$ cat src/rtl/mac_ram_arbiter_if.sv
// SDRAM controller request port shared by the CPU and video requesters.
// master = arbiter side, slave = sdram controller side.
interface mac_ram_arbiter_if #(
    parameter int unsigned ADDR_W = 22
) ();
    logic              mem_req;
    logic              mem_we;
    logic [1:0]        mem_be;
    logic [ADDR_W-1:0] mem_addr;
    logic [15:0]       mem_wdata;
    logic              mem_ack;
    logic [15:0]       mem_rdata;

    modport master (
        output mem_req, mem_we, mem_be, mem_addr, mem_wdata,
        input  mem_ack, mem_rdata
    );

    modport slave (
        input  mem_req, mem_we, mem_be, mem_addr, mem_wdata,
        output mem_ack, mem_rdata
    );
endinterface

$ cat src/rtl/mac_ram_arbiter.sv
// Arbitrates the SDRAM port between 68000 AS cycles (one access per AS) and video fetches.
// Define ARB_TIMEOUT_EN to add a mem_ack watchdog (CPU bus error / dummy video data).
module mac_ram_arbiter #(
    parameter int unsigned ADDR_W      = 22,
    parameter int unsigned MAX_VID_RUN = 4,
    parameter int unsigned TIMEOUT_CYC = 255
) (
    input  logic              clk,
    input  logic              reset,
    input  logic              cpu_as_n,
    input  logic              cpu_cs,
    input  logic              cpu_rw,
    input  logic              cpu_uds_n,
    input  logic              cpu_lds_n,
    input  logic [ADDR_W-1:0] cpu_addr,
    input  logic [15:0]       cpu_din,
    output logic [15:0]       cpu_dout,
    output logic              cpu_dtack_n,
    output logic              cpu_berr_n,
    input  logic              vid_req,
    input  logic [ADDR_W-1:0] vid_addr,
    output logic              vid_ack,
    output logic [15:0]       vid_dout,
    mac_ram_arbiter_if.master mem
);
    typedef enum logic [1:0] {IDLE, VID_ACC, CPU_ACC, CPU_HOLD} state_t;

    state_t            state_q, state_d;
    logic              pending_q, pending_d, served_q, served_d, abort_q, abort_d;
    logic [ADDR_W-1:0] c_addr_q, c_addr_d;
    logic              c_rw_q, c_rw_d;
    logic [1:0]        c_be_q, c_be_d;
    logic [15:0]       c_din_q, c_din_d;
    logic [3:0]        run_q, run_d;
    logic [15:0]       cpu_dout_q, cpu_dout_d, vid_dout_q, vid_dout_d;
    logic              dtack_n_q, dtack_n_d, vid_ack_q, vid_ack_d;
    logic              mem_req_q, mem_req_d, mem_we_q, mem_we_d;
    logic [1:0]        mem_be_q, mem_be_d;
    logic [ADDR_W-1:0] mem_addr_q, mem_addr_d;
    logic [15:0]       mem_wdata_q, mem_wdata_d;
    logic              capture, vid_win, acc_done, cpu_ok, tmo_hit;

    assign capture  = ~cpu_as_n & cpu_cs & ~served_q & ~pending_q;
    assign vid_win  = vid_req & (~pending_q | (run_q < 4'(MAX_VID_RUN)));
    assign acc_done = mem.mem_ack | tmo_hit;
    // CPU cycle still live: AS never released since the access was granted
    assign cpu_ok   = ~cpu_as_n & ~abort_q;

`ifdef ARB_TIMEOUT_EN
    localparam int unsigned TMO_W = $clog2(TIMEOUT_CYC + 1);
    logic [TMO_W-1:0] tmo_q, tmo_d;
    logic             berr_n_q, berr_n_d;

    always_comb begin
        tmo_d = mem_req_q ? tmo_q + 1'b1 : '0;
    end
    assign tmo_hit    = mem_req_q & ~mem.mem_ack & (tmo_q == TMO_W'(TIMEOUT_CYC - 1));
    assign cpu_berr_n = berr_n_q;

    always_ff @(posedge clk) begin
        if (reset) begin
            tmo_q    <= '0;
            berr_n_q <= 1'b1;
        end else begin
            tmo_q    <= tmo_d;
            berr_n_q <= berr_n_d;
        end
    end
`else
    assign tmo_hit    = 1'b0;
    assign cpu_berr_n = 1'b1;
`endif

    always_ff @(posedge clk) begin
        if (reset) state_q <= IDLE;
        else       state_q <= state_d;
    end

    always_comb begin
        state_d = state_q;
        unique case (state_q)
            IDLE: begin
                if (vid_win)        state_d = VID_ACC;
                else if (pending_q) state_d = CPU_ACC;
            end
            VID_ACC:  if (acc_done) state_d = IDLE;
            CPU_ACC:  if (acc_done) state_d = cpu_ok ? CPU_HOLD : IDLE;
            CPU_HOLD: if (cpu_as_n) state_d = IDLE;
            default:  state_d = IDLE;
        endcase
    end

    always_comb begin
        pending_d   = pending_q;
        served_d    = served_q;
        abort_d     = abort_q;
        c_addr_d    = c_addr_q;
        c_rw_d      = c_rw_q;
        c_be_d      = c_be_q;
        c_din_d     = c_din_q;
        run_d       = run_q;
        cpu_dout_d  = cpu_dout_q;
        vid_dout_d  = vid_dout_q;
        dtack_n_d   = dtack_n_q;
        vid_ack_d   = 1'b0;
        mem_req_d   = mem_req_q;
        mem_we_d    = mem_we_q;
        mem_be_d    = mem_be_q;
        mem_addr_d  = mem_addr_q;
        mem_wdata_d = mem_wdata_q;
`ifdef ARB_TIMEOUT_EN
        berr_n_d    = berr_n_q;
`endif
        if (capture) begin
            pending_d = 1'b1;
            c_addr_d  = cpu_addr;
            c_rw_d    = cpu_rw;
            c_be_d    = {~cpu_uds_n, ~cpu_lds_n};
            c_din_d   = cpu_din;
        end
        if (cpu_as_n) served_d = 1'b0;

        unique case (state_q)
            IDLE: begin
                if (vid_win) begin
                    mem_req_d  = 1'b1;
                    mem_we_d   = 1'b0;
                    mem_be_d   = 2'b11;
                    mem_addr_d = vid_addr;
                end else if (pending_q) begin
                    mem_req_d   = 1'b1;
                    mem_we_d    = ~c_rw_q;
                    mem_be_d    = c_be_q;
                    mem_addr_d  = c_addr_q;
                    mem_wdata_d = c_din_q;
                    abort_d     = 1'b0;
                end
            end
            VID_ACC: begin
                if (acc_done) begin
                    mem_req_d  = 1'b0;
                    vid_ack_d  = 1'b1;
                    vid_dout_d = mem.mem_ack ? mem.mem_rdata : 16'hFFFF;
                    if (pending_q && run_q != 4'hF) run_d = run_q + 4'd1;
                end
            end
            CPU_ACC: begin
                if (acc_done) begin
                    mem_req_d = 1'b0;
                    pending_d = 1'b0;
                    run_d     = '0;
                    served_d  = cpu_ok;
                    abort_d   = 1'b0;
                    if (mem.mem_ack) begin
                        if (c_rw_q) cpu_dout_d = mem.mem_rdata;
                        dtack_n_d = ~cpu_ok;
                    end
`ifdef ARB_TIMEOUT_EN
                    else berr_n_d = ~cpu_ok;
`endif
                end else if (cpu_as_n) begin
                    abort_d = 1'b1;
                end
            end
            CPU_HOLD: begin
                if (cpu_as_n) begin
                    dtack_n_d = 1'b1;
`ifdef ARB_TIMEOUT_EN
                    berr_n_d  = 1'b1;
`endif
                end
            end
            default: ;
        endcase
    end

    always_ff @(posedge clk) begin
        if (reset) begin
            pending_q   <= 1'b0;
            served_q    <= 1'b0;
            abort_q     <= 1'b0;
            c_addr_q    <= '0;
            c_rw_q      <= 1'b0;
            c_be_q      <= '0;
            c_din_q     <= '0;
            run_q       <= '0;
            cpu_dout_q  <= '0;
            vid_dout_q  <= '0;
            dtack_n_q   <= 1'b1;
            vid_ack_q   <= 1'b0;
            mem_req_q   <= 1'b0;
            mem_we_q    <= 1'b0;
            mem_be_q    <= '0;
            mem_addr_q  <= '0;
            mem_wdata_q <= '0;
        end else begin
            pending_q   <= pending_d;
            served_q    <= served_d;
            abort_q     <= abort_d;
            c_addr_q    <= c_addr_d;
            c_rw_q      <= c_rw_d;
            c_be_q      <= c_be_d;
            c_din_q     <= c_din_d;
            run_q       <= run_d;
            cpu_dout_q  <= cpu_dout_d;
            vid_dout_q  <= vid_dout_d;
            dtack_n_q   <= dtack_n_d;
            vid_ack_q   <= vid_ack_d;
            mem_req_q   <= mem_req_d;
            mem_we_q    <= mem_we_d;
            mem_be_q    <= mem_be_d;
            mem_addr_q  <= mem_addr_d;
            mem_wdata_q <= mem_wdata_d;
        end
    end

    assign cpu_dout      = cpu_dout_q;
    assign cpu_dtack_n   = dtack_n_q;
    assign vid_ack       = vid_ack_q;
    assign vid_dout      = vid_dout_q;
    assign mem.mem_req   = mem_req_q;
    assign mem.mem_we    = mem_we_q;
    assign mem.mem_be    = mem_be_q;
    assign mem.mem_addr  = mem_addr_q;
    assign mem.mem_wdata = mem_wdata_q;
endmodule

$ cat src/flat_wrapper.sv
// flat-port wrapper written by rule: the top's interface ports become plain ports
module mac_ram_arbiter_flat 
#(
    parameter int unsigned ADDR_W      = 22,
    parameter int unsigned MAX_VID_RUN = 4,
    parameter int unsigned TIMEOUT_CYC = 255
)
  (clk, reset, cpu_as_n, cpu_cs, cpu_rw, cpu_uds_n, cpu_lds_n, cpu_addr, cpu_din, cpu_dout, cpu_dtack_n, cpu_berr_n, vid_req, vid_addr, vid_ack, vid_dout, mem_mem_req, mem_mem_we, mem_mem_be, mem_mem_addr, mem_mem_wdata, mem_mem_ack, mem_mem_rdata);
  mac_ram_arbiter_if #(.ADDR_W(ADDR_W)) mem_i ();
  input  logic clk;
  input  logic reset;
  input  logic cpu_as_n;
  input  logic cpu_cs;
  input  logic cpu_rw;
  input  logic cpu_uds_n;
  input  logic cpu_lds_n;
  input  logic [ADDR_W-1:0] cpu_addr;
  input  logic [15:0] cpu_din;
  output logic [15:0] cpu_dout;
  output logic cpu_dtack_n;
  output logic cpu_berr_n;
  input  logic vid_req;
  input  logic [ADDR_W-1:0] vid_addr;
  output logic vid_ack;
  output logic [15:0] vid_dout;
  output wire logic [$bits(mem_i.mem_req)-1:0] mem_mem_req;
  output wire logic [$bits(mem_i.mem_we)-1:0] mem_mem_we;
  output wire logic [$bits(mem_i.mem_be)-1:0] mem_mem_be;
  output wire logic [$bits(mem_i.mem_addr)-1:0] mem_mem_addr;
  output wire logic [$bits(mem_i.mem_wdata)-1:0] mem_mem_wdata;
  input wire logic [$bits(mem_i.mem_ack)-1:0] mem_mem_ack;
  input wire logic [$bits(mem_i.mem_rdata)-1:0] mem_mem_rdata;
  assign mem_mem_req = mem_i.mem_req;
  assign mem_mem_we = mem_i.mem_we;
  assign mem_mem_be = mem_i.mem_be;
  assign mem_mem_addr = mem_i.mem_addr;
  assign mem_mem_wdata = mem_i.mem_wdata;
  assign mem_i.mem_ack = mem_mem_ack;
  assign mem_i.mem_rdata = mem_mem_rdata;
  mac_ram_arbiter #(.ADDR_W(ADDR_W), .MAX_VID_RUN(MAX_VID_RUN), .TIMEOUT_CYC(TIMEOUT_CYC)) u_core (.clk(clk), .reset(reset), .cpu_as_n(cpu_as_n), .cpu_cs(cpu_cs), .cpu_rw(cpu_rw), .cpu_uds_n(cpu_uds_n), .cpu_lds_n(cpu_lds_n), .cpu_addr(cpu_addr), .cpu_din(cpu_din), .cpu_dout(cpu_dout), .cpu_dtack_n(cpu_dtack_n), .cpu_berr_n(cpu_berr_n), .vid_req(vid_req), .vid_addr(vid_addr), .vid_ack(vid_ack), .vid_dout(vid_dout), .mem(mem_i));
endmodule
$ cat config.mk
export PLATFORM = sky130hd
export DESIGN_NAME = mac_ram_arbiter_flat
export DESIGN_NICKNAME = d
export VERILOG_FILES = /design/src/rtl/mac_ram_arbiter_if.sv /design/src/rtl/mac_ram_arbiter.sv /design/src/flat_wrapper.sv
export SDC_FILE = /design/constraint.sdc
export NUM_CORES = 1
export LEC_CHECK = 0
export BUFFER_PORTS_ARGS = -buffer_cell sky130_fd_sc_hd__buf_4
export CAP_MARGIN = 30
export CORE_MARGIN = 10
export CORE_UTILIZATION = 31
export CTS_CLUSTER_DIAMETER = 120
export DETAILED_ROUTE_END_ITERATION = 12
export PLACE_DENSITY_LB_ADDON = 0.25
export SLEW_MARGIN = 10
export SYNTH_ARGS = -nofsm -noshare
export SYNTH_HDL_FRONTEND = slang
export SYNTH_SLANG_ARGS = --single-unit
$ cat constraint.sdc
create_clock -name clk -period 3.9 [get_ports clk]
set_input_delay 0.78 -clock clk [delete_from_list [all_inputs] [get_ports clk]]
set_output_delay 0.78 -clock clk [all_outputs]
set_load 0.1 [all_outputs]
==> impl_metrics.env <==
export IMPL_status="complete, no violations"
export IMPL_min_period_over_period_pct=52.1
export IMPL_finalSetupViolCount=0
export IMPL_syn_num_nets=718
export IMPL_cts_resized=0
export IMPL_htree_levels=4
export IMPL_wirelength_um=15200
export IMPL_die_w_um=147
export IMPL_worst_path_buf_inv=1
export IMPL_start_util_pct=31.5
export IMPL_nets=851
export IMPL_syn_area_mm2=0.00496
export IMPL_io_buffers=160
export IMPL_final_setup_tns_ps=0
export IMPL_rsz0062_at_grt="no"
export IMPL_syn_avg_cell_area_um2=7.92
export IMPL_ant_nets=0
export IMPL_core_area_mm2=0.0158
export IMPL_synth_seq_area_share_pct=50.8
export IMPL_finalHoldViolations=0
export IMPL_maxCapViolCount=0
export IMPL_first_pass_iters=4
export IMPL_drcViolationCount=0
export IMPL_slew_headroom_pct=41.5
export IMPL_diodes=0
export IMPL_clk_latency_ps=400
export IMPL_synthToLayoutAreaGrowth_pct=38.4
export IMPL_holdPathEnd="u_core.mem.mem_wdata[2]"
export IMPL_total_power_mw=5.14
export IMPL_crit_chain="inv_1, ha_1, nand3_1, nand2_1, a21oi_1"
export IMPL_synth_seq_cells=126
export IMPL_cts_buffers=17
export IMPL_yosysWarnings=0
export IMPL_ios=162
export IMPL_r2r_cells=5
export IMPL_tightest_slew_ps=876
export IMPL_holdPathStages=2
export IMPL_ir_drop_uv=358
export IMPL_p_per_area_mw_per_mm2=748
export IMPL_crit_path_max_fanout=16
export IMPL_worst_r2r_setup_slack_ps=1870
export IMPL_finish_utilization_pct=43.6
export IMPL_die_height_um=147
export IMPL_clk_pin_slew_worst_paths_ps=50
export IMPL_path_class="reg2reg"
export IMPL_vias=4625
export IMPL_ys_types=40
export IMPL_rows=46
export IMPL_dp_cells=956
export IMPL_postCtsSetupBuffers=0
export IMPL_grt_start_max_net_pins=68
export IMPL_post_drt_wl_per_cell_um=15.4
export IMPL_final_cells=988
export IMPL_crit_slowest_cell="nand3_1"
export IMPL_cts_tree="done"
export IMPL_vias_per_cell=4.68
export IMPL_cts_sinks=126
export IMPL_slew_viol_final=0
export IMPL_hpwl_um=10700
export IMPL_worstPathRequired_ps=4180
export IMPL_leakage_nw=2.75
export IMPL_hp_class="reg2reg"
export IMPL_worstReg2RegEnd="u_core.cpu_dout[7]"
export IMPL_worstSetupEndpointType="register"
export IMPL_regToRegStartpoint="u_core.state_q[0]"
export IMPL_dieArea_mm2=0.0215
export IMPL_critPathTopFamily="simple AND/OR/NAND/NOR gates"
export IMPL_fmax_ghz=0.492
export IMPL_grt_overflow_total=0
export IMPL_drive_gt1_share_pct=26.9
export IMPL_hold_buffers=0
export IMPL_clock_path_buffers=2
export IMPL_worst_ep_arrival_time_ps=2310
export IMPL_min_from="u_core.c_din_q[2]"
export IMPL_critPathLaunchType="register"
export IMPL_grt_pass1_wl_um=24500
export IMPL_syn_inst=627
export IMPL_fin_crit_ps=2030
export IMPL_antenna_found_initial=0
export IMPL_grtUsageTotal_pct=13.9
export IMPL_finClkSkew_ps=6.17
export IMPL_fillers=1679
export IMPL_cts_root_buf="clkbuf_16"
export IMPL_cpPeakStageDelay_ps=670
export IMPL_grt_pass1_vias=4476
export IMPL_gp_congestion=0.779
export IMPL_first_iter_violations=215
-- registers in the layout (all words and copies together) (netlist names) --
name,flops
u_core.mem.mem_be,2
u_core.run_q,4
u_core.vid_ack,1
u_core.pending_q,1
u_core.cpu_dout,16
u_core.c_be_q,2
u_core.cpu_dtack_n,1
u_core.mem.mem_we,1
u_core.c_addr_q,22
u_core.mem.mem_req,1
u_core.c_rw_q,1
u_core.served_q,1
u_core.mem.mem_wdata,16
u_core.c_din_q,16
u_core.mem.mem_addr,22
u_core.abort_q,1
u_core.vid_dout,16
u_core.state_q,2
-- cell type report --
cell class                      instances  area, µm²  area share [%]
Multi-Input combinational cell        444       2180            31.8
Sequential cell                       126       2520            36.7
Tap cell                              216        270            3.93
Clock inverter                          6        105            1.53
Inverter                                7       26.3           0.382
Clock buffer                           25        505            7.36
Timing Repair Buffer                  164       1260            18.3
-- cells by family after synthesis --
logic type | count (synthesis) | synth area share, %
AOI/OAI and AO/OA | 123 | 13.5
adders and majority gates | 6 | 1.51
buffers and inverters | 57 | 5.57
other | 1 | 0.0756
and+or+nand+nor | 314 | 28.5
DFF | 126 | 50.8
-- through the flow --
stage	hold slack (ps)	area [µm²]	setup slack [ps]
2_1_floorplan	432	4960	2140
3_3_place_gp	443	6230	1550
3_5_place_dp	443	6240	1520
4_1_cts	449	6860	1830
5_1_grt	458	6870	1630
6_report	445	6870	1870
-- worst reg2reg max path, stage by stage (launching register included) --
cell,delay (ps)
dfxtp_1,330
inv_1,120
ha_1,440
nand3_1,670
nand2_1,260
a21oi_1,90
-- metal layers --
layer,share of wire [%],global-route usage [%]
met1,45,17.6
met5,0,0
met2,44,20.6
met3,10,6.27
met4,1.1,4.35
-- worst max-delay path by stage --
stage | startpoint | to | slack [ps] | depth (start not counted)
after floorplan | vid_req | u_core.mem.mem_wdata[0] | 2140 | 6
after global placement | cpu_as_n | u_core.c_addr_q[18] | 1550 | 5
after detailed placement | cpu_as_n | u_core.c_addr_q[7] | 1520 | 5
after CTS | u_core.state_q[0] | u_core.cpu_dout[5] | 1830 | 5
after global routing | u_core.state_q[0] | u_core.cpu_dout[10] | 1630 | 5
final | u_core.state_q[0] | u_core.cpu_dout[7] | 1870 | 5
-- cells in the mapped netlist --
| cell | number | area, µm² |
|---|---|---|
| nor3_1 | 52 | 260 |
| o22ai_1 | 2 | 12.5 |
| buf_1 | 1 | 3.75 |
| nor3b_4 | 1 | 18.8 |
| o21ai_1 | 3 | 15.0 |
| conb_1 | 1 | 3.75 |
| inv_1 | 5 | 18.8 |
| a211oi_1 | 8 | 60.1 |
| a21oi_1 | 93 | 465 |
| inv_2 | 2 | 7.51 |
| o21bai_1 | 2 | 15.0 |
| o21ai_0 | 5 | 25.0 |
| a21o_1 | 2 | 15.0 |
| ha_1 | 6 | 75.1 |
| a221oi_1 | 1 | 8.76 |
| buf_6 | 3 | 33.8 |
| nand2b_1 | 1 | 6.26 |
| buf_4 | 4 | 30.0 |
| nor4_1 | 16 | 100 |
| nor4_2 | 7 | 87.6 |
| nor3_4 | 1 | 16.3 |
| a31oi_1 | 2 | 12.5 |
| a32oi_1 | 1 | 8.76 |
| o41ai_1 | 1 | 8.76 |
| a22oi_1 | 1 | 7.51 |
| nand3_1 | 5 | 25.0 |
| nand4_1 | 1 | 6.26 |
| nor2_2 | 1 | 6.26 |
| a211o_1 | 1 | 8.76 |
| and3_1 | 4 | 25.0 |
| nand2_1 | 182 | 683 |
| and2_1 | 2 | 12.5 |
| buf_2 | 20 | 100 |
| or2_2 | 1 | 6.26 |
| nor2b_1 | 3 | 18.8 |
| a41oi_1 | 1 | 8.76 |
| nor2_1 | 36 | 135 |
| clkbuf_1 | 22 | 82.6 |
| or3_1 | 1 | 6.26 |
| dfxtp_1 | 126 | 2520 |
-- power breakdown --
| group | total, mW | internal, mW | leakage [nW] | switching, mW |
|---|---|---|---|---|
| registers | 1.55 | 1.46 | 1.03 | 0.0930 |
| logic | 1.97 | 0.470 | 1.42 | 1.50 |
| clock network | 1.62 | 1.08 | 0.303 | 0.540 |
-- cell usage in the layout (no fill, tap or decap), drive strengths merged, types with 2 or more instances in the layout --
cell type	n
a211oi	8
a21o	2
a21oi	93
a31oi	2
and2	2
and3	4
buf	164
bufinv	3
clkbuf	25
clkinv	3
dfxtp	126
ha	6
inv	7
nand2	182
nand3	5
nor2	37
nor2b	3
nor3	53
nor4	23
o21ai	8
o21bai	2
o22ai	2
Note: power is estimated with default switching activity, not from simulation.
